### config.mk
export PLATFORM = sky130hd
export DESIGN_NAME = accel_host_ctrl_flat
export DESIGN_NICKNAME = d
export VERILOG_FILES = /design/src/rtl/accel_host_ctrl_if.sv /design/src/rtl/accel_host_ctrl.sv /design/src/flat_wrapper.sv
export SDC_FILE = /design/constraint.sdc
export NUM_CORES = 1
export LEC_CHECK = 0
export CELL_PAD_IN_SITES_DETAIL_PLACEMENT = 1
export CELL_PAD_IN_SITES_GLOBAL_PLACEMENT = 2
export CORE_MARGIN = 1
export CORE_UTILIZATION = 35
export CTS_CLUSTER_SIZE = 14
export DETAILED_ROUTE_END_ITERATION = 16
export PLACE_DENSITY = 0.85
export SYNTH_ARGS = -nofsm -noshare
export SYNTH_HDL_FRONTEND = slang
export SYNTH_SLANG_ARGS = --single-unit
### constraint.sdc
create_clock -name clk -period 27.9 [get_ports clk]
set_clock_uncertainty 0.2 [all_clocks]
set_input_delay 5.58 -clock clk [delete_from_list [all_inputs] [get_ports clk]]
set_output_delay 5.58 -clock clk [all_outputs]
set_load 0.02 [all_outputs]
### src/rtl/accel_host_ctrl_if.sv
// GLB request/response port shared by the host, controller and GLB sides.
// The requester is master; the GLB-facing responder is slave.
interface accel_host_ctrl_if #(
    parameter int ADDR_W = 32,
    parameter int DATA_W = 32
);
    logic [3:0]        we;
    logic [3:0]        re;
    logic [ADDR_W-1:0] w_addr;
    logic [ADDR_W-1:0] r_addr;
    logic [DATA_W-1:0] w_data;
    logic [DATA_W-1:0] r_data;

    modport master (
        output we, re, w_addr, r_addr, w_data,
        input  r_data
    );

    modport slave (
        input  we, re, w_addr, r_addr, w_data,
        output r_data
    );
endinterface

### src/rtl/accel_host_ctrl.sv
// Accelerator host control: config registers, launch FSM with
// pipelined base-address calculation, and GLB port arbitration.
module accel_host_ctrl #(
    parameter int ADDR_W = 32,
    parameter int DATA_W = 32,
    parameter int CFG_W  = 32
) (
    input  logic              clk,
    input  logic              rst_n,
    input  logic              reg_w_en,
    input  logic [2:0]        reg_wsel,
    input  logic [CFG_W-1:0]  reg_wdata,
    input  logic              reg_r_en,
    input  logic [2:0]        reg_rsel,
    output logic [CFG_W-1:0]  reg_rdata,
    accel_host_ctrl_if.slave  host,
    accel_host_ctrl_if.slave  ctrl,
    accel_host_ctrl_if.master glb,
    output logic              host_stall,
    output logic [CFG_W-1:0]  mapping,
    output logic [CFG_W-1:0]  shape1,
    output logic [CFG_W-1:0]  shape2,
    output logic [CFG_W-1:0]  op_config,
    output logic              bias_ipsum_sel,
    output logic [ADDR_W-1:0] ifmap_base,
    output logic [ADDR_W-1:0] filter_base,
    output logic [ADDR_W-1:0] bias_base,
    output logic [ADDR_W-1:0] opsum_base,
    output logic              ctrl_start,
    output logic              ctrl_abort,
    input  logic              ctrl_done,
    output logic              done,
    output logic              irq
);

    typedef enum logic [1:0] {IDLE, CALC, RUN, DONE} state_t;

    state_t            state;
    logic [1:0]        cnt;
    logic              err;
    logic [ADDR_W-1:0] rows, qr, pt, kk;

    logic busy, host_owner;
    logic wr_cmd, cmd_start, cmd_clear, cmd_abort, cfg_ok;
    logic [ADDR_W-1:0] e, p, q, r, t;
    logic [ADDR_W-1:0] stride, frow, fcol, icol;
    logic [CFG_W-1:0]  status;

    assign busy       = (state == CALC) || (state == RUN);
    assign host_owner = !busy;

    assign wr_cmd    = reg_w_en && (reg_wsel == 3'd5);
    assign cmd_start = wr_cmd && reg_wdata[0];
    assign cmd_clear = wr_cmd && reg_wdata[1];
    assign cmd_abort = wr_cmd && reg_wdata[2];

    assign e      = ADDR_W'(mapping[17:12]);
    assign p      = ADDR_W'(mapping[11:9]);
    assign q      = ADDR_W'(mapping[8:6]);
    assign r      = ADDR_W'(mapping[5:3]);
    assign t      = ADDR_W'(mapping[2:0]);
    assign stride = ADDR_W'(shape1[25:24]);
    assign frow   = ADDR_W'(shape1[23:22]);
    assign fcol   = ADDR_W'(shape1[21:20]);
    assign icol   = ADDR_W'(shape2[7:0]);

    assign cfg_ok = (e != '0) && (stride != '0) && (frow != '0)
                 && (fcol != '0) && (icol != '0);

    assign status = {{(CFG_W-4){1'b0}}, err, done, busy, host_owner};

    assign ifmap_base = '0;

    // Non-owner requests are masked, not queued.
    assign glb.we     = host_owner ? host.we     : ctrl.we;
    assign glb.re     = host_owner ? host.re     : ctrl.re;
    assign glb.w_addr = host_owner ? host.w_addr : ctrl.w_addr;
    assign glb.r_addr = host_owner ? host.r_addr : ctrl.r_addr;
    assign glb.w_data = host_owner ? host.w_data : ctrl.w_data;
    assign host.r_data = host_owner ? glb.r_data : {DATA_W{1'b0}};
    assign ctrl.r_data = host_owner ? {DATA_W{1'b0}} : glb.r_data;
    assign host_stall  = busy && ((|host.we) || (|host.re));

    always_ff @(posedge clk or negedge rst_n) begin
        if (!rst_n) begin
            mapping        <= '0;
            shape1         <= '0;
            shape2         <= '0;
            op_config      <= '0;
            bias_ipsum_sel <= 1'b0;
        end else if (reg_w_en && !busy) begin
            case (reg_wsel)
                3'd0:    mapping        <= reg_wdata;
                3'd1:    shape1         <= reg_wdata;
                3'd2:    shape2         <= reg_wdata;
                3'd3:    bias_ipsum_sel <= reg_wdata[0];
                3'd4:    op_config      <= reg_wdata;
                default: ;
            endcase
        end
    end

    always_ff @(posedge clk or negedge rst_n) begin
        if (!rst_n) begin
            reg_rdata <= '0;
        end else if (reg_r_en) begin
            unique case (1'b1)
                reg_rsel == 3'd0: reg_rdata <= mapping;
                reg_rsel == 3'd1: reg_rdata <= shape1;
                reg_rsel == 3'd2: reg_rdata <= shape2;
                reg_rsel == 3'd3:
                    reg_rdata <= {{(CFG_W-1){1'b0}}, bias_ipsum_sel};
                reg_rsel == 3'd4: reg_rdata <= op_config;
                reg_rsel == 3'd6: reg_rdata <= status;
                default:          reg_rdata <= '0;
            endcase
        end
    end

    always_ff @(posedge clk or negedge rst_n) begin
        if (!rst_n) begin
            state       <= IDLE;
            cnt         <= '0;
            err         <= 1'b0;
            done        <= 1'b0;
            irq         <= 1'b0;
            ctrl_start  <= 1'b0;
            ctrl_abort  <= 1'b0;
            rows        <= '0;
            qr          <= '0;
            pt          <= '0;
            kk          <= '0;
            filter_base <= '0;
            bias_base   <= '0;
            opsum_base  <= '0;
        end else begin
            irq        <= 1'b0;
            ctrl_start <= 1'b0;
            ctrl_abort <= 1'b0;
            case (state)
                IDLE, DONE: begin
                    if (cmd_start) begin
                        if (!cfg_ok) begin
                            err <= 1'b1;
                        end else begin
                            err   <= 1'b0;
                            done  <= 1'b0;
                            cnt   <= '0;
                            state <= CALC;
                        end
                    end else if (cmd_clear) begin
                        err   <= 1'b0;
                        done  <= 1'b0;
                        state <= IDLE;
                    end
                end
                CALC: begin
                    cnt <= cnt + 2'd1;
                    case (cnt)
                        2'd0: begin
                            rows <= stride * (e - 1'b1) + frow;
                            qr   <= q * r;
                            pt   <= p * t;
                        end
                        2'd1: begin
                            filter_base <= qr * rows * icol;
                            kk          <= qr * frow * fcol;
                        end
                        default: begin
                            bias_base  <= filter_base + pt * kk;
                            opsum_base <= filter_base + pt * kk
                                        + (pt << 2);
                            ctrl_start <= 1'b1;
                            state      <= RUN;
                        end
                    endcase
                end
                RUN: begin
                    // Completion takes priority over a racing abort.
                    if (ctrl_done) begin
                        done  <= 1'b1;
                        irq   <= 1'b1;
                        state <= DONE;
                    end else if (cmd_abort) begin
                        ctrl_abort <= 1'b1;
                        state      <= IDLE;
                    end
                end
                default: state <= IDLE;
            endcase
        end
    end

endmodule

### src/flat_wrapper.sv
// flat-port wrapper written by rule: the top's interface ports become plain ports
module accel_host_ctrl_flat 
#(
    parameter int ADDR_W = 32,
    parameter int DATA_W = 32,
    parameter int CFG_W  = 32
)
  (clk, rst_n, reg_w_en, reg_wsel, reg_wdata, reg_r_en, reg_rsel, reg_rdata, host_stall, mapping, shape1, shape2, op_config, bias_ipsum_sel, ifmap_base, filter_base, bias_base, opsum_base, ctrl_start, ctrl_abort, ctrl_done, done, irq, host_we, host_re, host_w_addr, host_r_addr, host_w_data, host_r_data, ctrl_we, ctrl_re, ctrl_w_addr, ctrl_r_addr, ctrl_w_data, ctrl_r_data, glb_we, glb_re, glb_w_addr, glb_r_addr, glb_w_data, glb_r_data);
  accel_host_ctrl_if #(.ADDR_W(ADDR_W), .DATA_W(DATA_W)) host_i ();
  accel_host_ctrl_if #(.ADDR_W(ADDR_W), .DATA_W(DATA_W)) ctrl_i ();
  accel_host_ctrl_if #(.ADDR_W(ADDR_W), .DATA_W(DATA_W)) glb_i ();
  input  logic clk;
  input  logic rst_n;
  input  logic reg_w_en;
  input  logic [2:0] reg_wsel;
  input  logic [CFG_W-1:0] reg_wdata;
  input  logic reg_r_en;
  input  logic [2:0] reg_rsel;
  output logic [CFG_W-1:0] reg_rdata;
  output logic host_stall;
  output logic [CFG_W-1:0] mapping;
  output logic [CFG_W-1:0] shape1;
  output logic [CFG_W-1:0] shape2;
  output logic [CFG_W-1:0] op_config;
  output logic bias_ipsum_sel;
  output logic [ADDR_W-1:0] ifmap_base;
  output logic [ADDR_W-1:0] filter_base;
  output logic [ADDR_W-1:0] bias_base;
  output logic [ADDR_W-1:0] opsum_base;
  output logic ctrl_start;
  output logic ctrl_abort;
  input  logic ctrl_done;
  output logic done;
  output logic irq;
  input wire logic [$bits(host_i.we)-1:0] host_we;
  input wire logic [$bits(host_i.re)-1:0] host_re;
  input wire logic [$bits(host_i.w_addr)-1:0] host_w_addr;
  input wire logic [$bits(host_i.r_addr)-1:0] host_r_addr;
  input wire logic [$bits(host_i.w_data)-1:0] host_w_data;
  output wire logic [$bits(host_i.r_data)-1:0] host_r_data;
  input wire logic [$bits(ctrl_i.we)-1:0] ctrl_we;
  input wire logic [$bits(ctrl_i.re)-1:0] ctrl_re;
  input wire logic [$bits(ctrl_i.w_addr)-1:0] ctrl_w_addr;
  input wire logic [$bits(ctrl_i.r_addr)-1:0] ctrl_r_addr;
  input wire logic [$bits(ctrl_i.w_data)-1:0] ctrl_w_data;
  output wire logic [$bits(ctrl_i.r_data)-1:0] ctrl_r_data;
  output wire logic [$bits(glb_i.we)-1:0] glb_we;
  output wire logic [$bits(glb_i.re)-1:0] glb_re;
  output wire logic [$bits(glb_i.w_addr)-1:0] glb_w_addr;
  output wire logic [$bits(glb_i.r_addr)-1:0] glb_r_addr;
  output wire logic [$bits(glb_i.w_data)-1:0] glb_w_data;
  input wire logic [$bits(glb_i.r_data)-1:0] glb_r_data;
  assign host_i.we = host_we;
  assign host_i.re = host_re;
  assign host_i.w_addr = host_w_addr;
  assign host_i.r_addr = host_r_addr;
  assign host_i.w_data = host_w_data;
  assign host_r_data = host_i.r_data;
  assign ctrl_i.we = ctrl_we;
  assign ctrl_i.re = ctrl_re;
  assign ctrl_i.w_addr = ctrl_w_addr;
  assign ctrl_i.r_addr = ctrl_r_addr;
  assign ctrl_i.w_data = ctrl_w_data;
  assign ctrl_r_data = ctrl_i.r_data;
  assign glb_we = glb_i.we;
  assign glb_re = glb_i.re;
  assign glb_w_addr = glb_i.w_addr;
  assign glb_r_addr = glb_i.r_addr;
  assign glb_w_data = glb_i.w_data;
  assign glb_i.r_data = glb_r_data;
  accel_host_ctrl #(.ADDR_W(ADDR_W), .DATA_W(DATA_W), .CFG_W(CFG_W)) u_core (.clk(clk), .rst_n(rst_n), .reg_w_en(reg_w_en), .reg_wsel(reg_wsel), .reg_wdata(reg_wdata), .reg_r_en(reg_r_en), .reg_rsel(reg_rsel), .reg_rdata(reg_rdata), .host(host_i), .ctrl(ctrl_i), .glb(glb_i), .host_stall(host_stall), .mapping(mapping), .shape1(shape1), .shape2(shape2), .op_config(op_config), .bias_ipsum_sel(bias_ipsum_sel), .ifmap_base(ifmap_base), .filter_base(filter_base), .bias_base(bias_base), .opsum_base(opsum_base), .ctrl_start(ctrl_start), .ctrl_abort(ctrl_abort), .ctrl_done(ctrl_done), .done(done), .irq(irq));
endmodule
Yosys cells after proc, flatten, opt, wreduce, memory -nomap -nowiden
Index checks and enable logic that the tools add are counted.
{"block": "word_totals", "reg_bits": 394, "in_bits": 283}
{"block": "op_classes", "n_addsub": 5, "mul": 8, "eq_ne": 21, "n_mux": 32, "n_bitwise": 1, "n_reduce_logical": 41}
{"op": "$pmux W32 S6", "count": 1}
{"op": "$mux W32", "count": 5}
{"op": "$reduce_bool A32 Y1", "count": 5}
{"op": "$add A32 B32 Y32", "count": 2}
{"op": "$mul A32 B2 Y32", "count": 2}
{"op": "$mul A32 B32 Y32", "count": 2}
{"op": "$add A32 B2 Y32", "count": 1}
{"op": "$mul A2 B32 Y32", "count": 1}
{"op": "$mul A32 B8 Y32", "count": 1}
{"op": "$reduce_and A2 Y1", "count": 9}
{"op": "$mux W2", "count": 8}
{"op": "$mux W1", "count": 13}
{"op": "$eq A3 B2 Y1 const B", "count": 4}
{"op": "$eq A3 B3 Y1 const B", "count": 4}
{"op": "$mul A3 B3 Y6", "count": 2}
{"op": "$logic_and A1 B1 Y1", "count": 10}
{"op": "$mux W4", "count": 2}
{"op": "$reduce_and A4 Y1", "count": 2}
{"op": "$reduce_or A4 Y1", "count": 2}
{"op": "$sub A6 B1 Y7 const B", "count": 1}
{"op": "$eq A3 B1 Y1 const B", "count": 2}
{"op": "$logic_not A3 Y1", "count": 2}
{"op": "$pmux W2 S3", "count": 1}
{"op": "$reduce_bool A2 Y1", "count": 3}
{"op": "other kinds (16)", "count": 23}

Logic depth before layout (Yosys ltp)
{"block": "depth", "depth_word": 8, "depth_mapped": 47, "depth_no_buf": 45}

Worst setup path before layout
OpenSTA, ideal clock, no wires.
{"block": "synth_timing", "path_kind": "input to output", "from": "in host_we[2]", "to": "out host_stall", "arrival_time_ps": 6015, "required_time_ps": 22120, "path_slack_ps": 16105, "path_stages": 2, "path_cell_list": "nor4_1 > a21oi_1"}
{"block": "synth_via", "elab_chain_cells": 3}
{"item": "from (decl)", "line": "flat_wrapper.sv:35", "source": "input wire logic [$bits(host_i.we)-1:0] host_we;"}
{"item": "$reduce_or A4 Y1", "line": "accel_host_ctrl.sv:82", "source": "assign host_stall = busy && ((|host.we) || (|host.re));"}
{"item": "$logic_or A1 B1 Y1", "line": "accel_host_ctrl.sv:82"}
{"item": "$logic_and A1 B1 Y1", "line": "accel_host_ctrl.sv:82"}
{"item": "to (decl)", "line": "flat_wrapper.sv:20", "source": "output logic host_stall;"}
No other way between the ends.

Final worst setup path
{"block": "layout_timing", "from": "in host_w_data[21]", "to": "out glb_w_data[21]"}
{"block": "layout_via", "elab_chain_cells": 1}
{"item": "from (decl)", "line": "flat_wrapper.sv:39", "source": "input wire logic [$bits(host_i.w_data)-1:0] host_w_data;"}
{"item": "$mux W32", "line": "accel_host_ctrl.sv:79", "source": "assign glb.w_data = host_owner ? host.w_data : ctrl.w_data;"}
{"item": "to (decl)", "line": "flat_wrapper.sv:51", "source": "output wire logic [$bits(glb_i.w_data)-1:0] glb_w_data;"}
No other way between the ends.

==> flow_metrics.tcl <==
set metrics [dict create \
    status "complete, no violations" \
    synth_area_per_cell_um2 9.560 \
    worstPathCellList "clkdlybuf4s50_1 -> mux2_2 -> clkdlybuf4s50_1" \
    track_usage_pct 25.64 \
    rsz0062_at_grt "false" \
    syn_area_mm2 0.03391 \
    area_growth_pct 27.80 \
    cp_max_fo 1 \
    gp_congestion 0.9058 \
    nFillCells 10830 \
    cts_hold_buf 0 \
    synthCells 3547 \
    antenna_found_initial 25 \
    clk_latency_ns 0.58 \
    grt_pass1_vias 29260 \
    synth_xor_area_share_pct 4.059 \
    slew_violations 0 \
    synth_compound_area_share_pct 9.095 \
    clkTransAtPathRegs_ns 0.06 \
    dr.first_iter.drc_count 1298 \
    muxShareOfSynthArea_pct 8.272 \
    fp.dieH_um 313.3 \
    crit_arrival_ns 7.25 \
    start_util_pct 35.53 \
    worstMarginPinSlew_ns 1.053 \
    drc_errors 0 \
    synth.distinct_cells 90 \
    synth_edf_count 0 \
    max-slew-margin-rel_pct 29.77 \
    coreArea_mm2 0.09544 \
    hold_class "flop to flop" \
    max_cap_viol_count 0 \
    yosys.area_share.simple_pct 15.12 \
    clockBufferDepth 3 \
    critPathLaunchType "primary input" \
    clkSinkCount 316 \
    viasPerCell 5.044 \
    io_buffers 712 \
    numCtsBuffers 35 \
    drive_gt1_share_pct 8.746 \
    setup_violations 0 \
    ir_drop_mv 0.1556 \
    dp.cells 5400 \
    max_freq_ghz 0.07677 \
    final_nets 5139 \
    p_leak_nw 20.96 \
    post_cts_resized 0 \
    ant_nets 0 \
    synthAdderAreaFrac_pct 32.17 \
    grt_pass1_wl_um 188200 \
    cp_data_required_time_ns 22.12 \
    finalSetupTns_ns 0 \
    hold_viol 0 \
    grt_max_degree 128 \
    root_buffer "clkbuf_16" \
    grt-ovfl-total 0 \
    synth-seq-cells 316 \
    hpwlAfterDp_um 105300 \
    cp-end-kind "primary output" \
    die-area_mm2 0.09814 \
    layout_min_cycle_time_ns 13.03 \
    ys_seq_area_share_pct 23.32 \
    cp_common_cell "clkdlybuf4s50_1" \
    die_w_um 313.3 \
    post_cts_buffers 0 \
    synth_top_family_by_area "adder cells" \
    finalCritPeriodShare_pct 46.69 \
    max_stage_delay_ns 0.84 \
    ys_warn_count 0 \
    powerDensity_mw_per_mm2 135.6 \
    via_count 27580 \
    h-tree-depth 2 \
    final_cells 5468 \
    tritoncts "yes" \
    routed_wl_um 127200 \
    ys_async_sr_fraction_pct 100.0 \
    ios 745 \
    critPathSlowestCell "clkdlybuf4s50_1" \
    post_drt_wl_per_cell_um 23.26 \
    synthFlopType "dfrtp_1" \
    rows 113 \
    detail_route.first_pass.iterations 5 \
    path_class "primary input to primary output" \
]
[kinds of logic (layout without fill, tap and decap cells)]
family	after synthesis	in the layout
muxes	250	250
buffers and inverters	674	1292
other	1	39
AOI/OAI and AO/OA	468	468
xor gates and xnor gates	154	154
adders and majority gates	684	684
DFF	316	316
and+or+nand+nor	1000	1000
[metal layers]
| metal | vias to the layer above | share of wire (%) | wire length (µm) | global-route usage [%] |
|---|---|---|---|---|
| met3 | 182 | 5.3 | 6712 | 4.770 |
| met5 | - | 0.047 | 60 | 0 |
| met1 | 13960 | 39 | 49600 | 29.86 |
| li1 | 12720 | - | - | - |
| met2 | 714 | 50 | 64020 | 45.16 |
| met4 | 10 | 5.3 | 6795 | 12.31 |
[worst max-delay path: cells and delay by family]
family                 cells  cell delay, ns
muxes                      1            0.21
buffers and inverters      2            1.44
[final timing paths]
check                                                 startpoint                                 end  slack, ns  cells after the start
worst max-delay path                             host_w_data[21]                      glb_w_data[21]      14.87                      3
worst min-delay path            u_core.opsum_base[5]$_DFFE_PN0P_    u_core.opsum_base[5]$_DFFE_PN0P_       0.28                      2
worst min register to register  u_core.opsum_base[5]$_DFFE_PN0P_    u_core.opsum_base[5]$_DFFE_PN0P_       0.28                      2
max in group asynchronous                                  rst_n      u_core.mapping[16]$_DFFE_PN0P_      20.99                      2
worst max register to register          u_core.qr[3]$_DFFE_PN0P_  u_core.filter_base[30]$_DFFE_PN0P_      15.38                     45
min in group asynchronous                                  rst_n    u_core.op_config[25]$_DFFE_PN0P_       4.85                      1
[power by group]
| group | internal [mW] | switching (mW) |
|---|---|---|
| logic | 1.91 | 2.61 |
| registers | 0.644 | 0.241 |
| clock network | 0.273 | 0.208 |
| total | 2.82 | 3.05 |
[cell type report]
cell class                      instances  area (µm²)  share of cell area (%)
Clock inverter                         12       138.9                  0.3205
Clock buffer                           49        1008                   2.327
Antenna cell                            7       17.52                 0.04042
Tap cell                             1265        1583                   3.652
Multi-Input combinational cell       2588       23470                   54.17
Inverter                              485        1821                   4.201
Sequential cell                       316        7908                   18.25
Timing Repair Buffer                  746        7387                   17.05
[sequential cells by signal (all words and copies together), names as in the netlist, 2 cells and up]
signal and flops:
u_core.mapping 32, u_core.pt 6, u_core.rows 30, u_core.op_config 32
u_core.shape1 32, u_core.bias_base 30, u_core.cnt 2, u_core.shape2 32
u_core.reg_rdata 32, u_core.state 2, u_core.qr 6, u_core.filter_base 32
u_core.kk 10, u_core.opsum_base 32
[Yosys cell counts (3+ instances only)]
| master | number | area (µm²) |
|---|---|---|
| inv_1 | 484 | 1817 |
| nand2_1 | 380 | 1426 |
| ha_1 | 371 | 4642 |
| and2_1 | 357 | 2233 |
| dfrtp_1 | 316 | 7908 |
| fa_1 | 313 | 6266 |
| mux2_2 | 242 | 2725 |
| clkbuf_1 | 139 | 521.8 |
| o21ai_0 | 138 | 690.7 |
| xnor2_1 | 90 | 788.3 |
| a21oi_1 | 72 | 360.4 |
| nor2_1 | 71 | 266.5 |
| nor2b_1 | 65 | 406.6 |
| xor2_1 | 62 | 543.0 |
| a21o_1 | 51 | 382.9 |
| buf_4 | 35 | 262.8 |
| a221oi_1 | 32 | 280.3 |
| o22ai_1 | 32 | 200.2 |
| a22o_1 | 29 | 254.0 |
| nand3_1 | 23 | 115.1 |
| and3_1 | 20 | 125.1 |
| nand2b_1 | 20 | 125.1 |
| nor3_1 | 19 | 95.09 |
| o21a_1 | 18 | 135.1 |
| o21bai_1 | 17 | 127.6 |
| a31oi_1 | 12 | 75.07 |
| buf_1 | 10 | 37.54 |
| o31ai_1 | 10 | 75.07 |
| a211oi_1 | 8 | 60.06 |
| mux2i_1 | 8 | 80.08 |
| nand4_1 | 8 | 50.05 |
| nor4_1 | 8 | 50.05 |
| o21ai_1 | 8 | 40.04 |
| a211o_1 | 4 | 35.03 |
| nor3b_1 | 4 | 30.03 |
| o2111ai_1 | 3 | 26.28 |
| or2_2 | 3 | 18.77 |
[cells in the final DEF (no fill, tap or decap), types with 10 or more instances in the layout]
cell,count
o21a_1,18
nor3_1,17
inv_1,484
and2_1,357
nand3_1,23
nand2b_1,20
a221oi_1,32
conb_1,32
nor2_1,69
and3_1,20
mux2_2,242
nand2_1,378
o31ai_1,10
dfrtp_1,316
o21bai_1,17
a21oi_1,72
xor2_1,62
buf_4,34
o21ai_0,138
clkdlybuf4s50_1,711
nor2b_1,65
fa_1,313
a31oi_1,12
xnor2_1,90
clkbuf_16,35
a22o_1,29
ha_1,370
a21o_1,51
o22ai_1,32
[metrics by stage]
stage          hold WS, ns  setup slack [ns]  utilization, %  instance area [µm²]  power [mW]
2_1_floorplan       0.2502             16.11               -                34030       3.744
3_3_place_gp        0.2610             14.80           44.19                42170       5.333
3_5_place_dp        0.2698             14.81           44.19                42170       5.438
4_1_cts             0.2841             14.80           45.39                43320       5.964
5_1_grt             0.3055             14.62           45.41                43330       6.439
6_report            0.2764             14.87           45.41                43340       5.878
(Power assumes the default switching activity.)
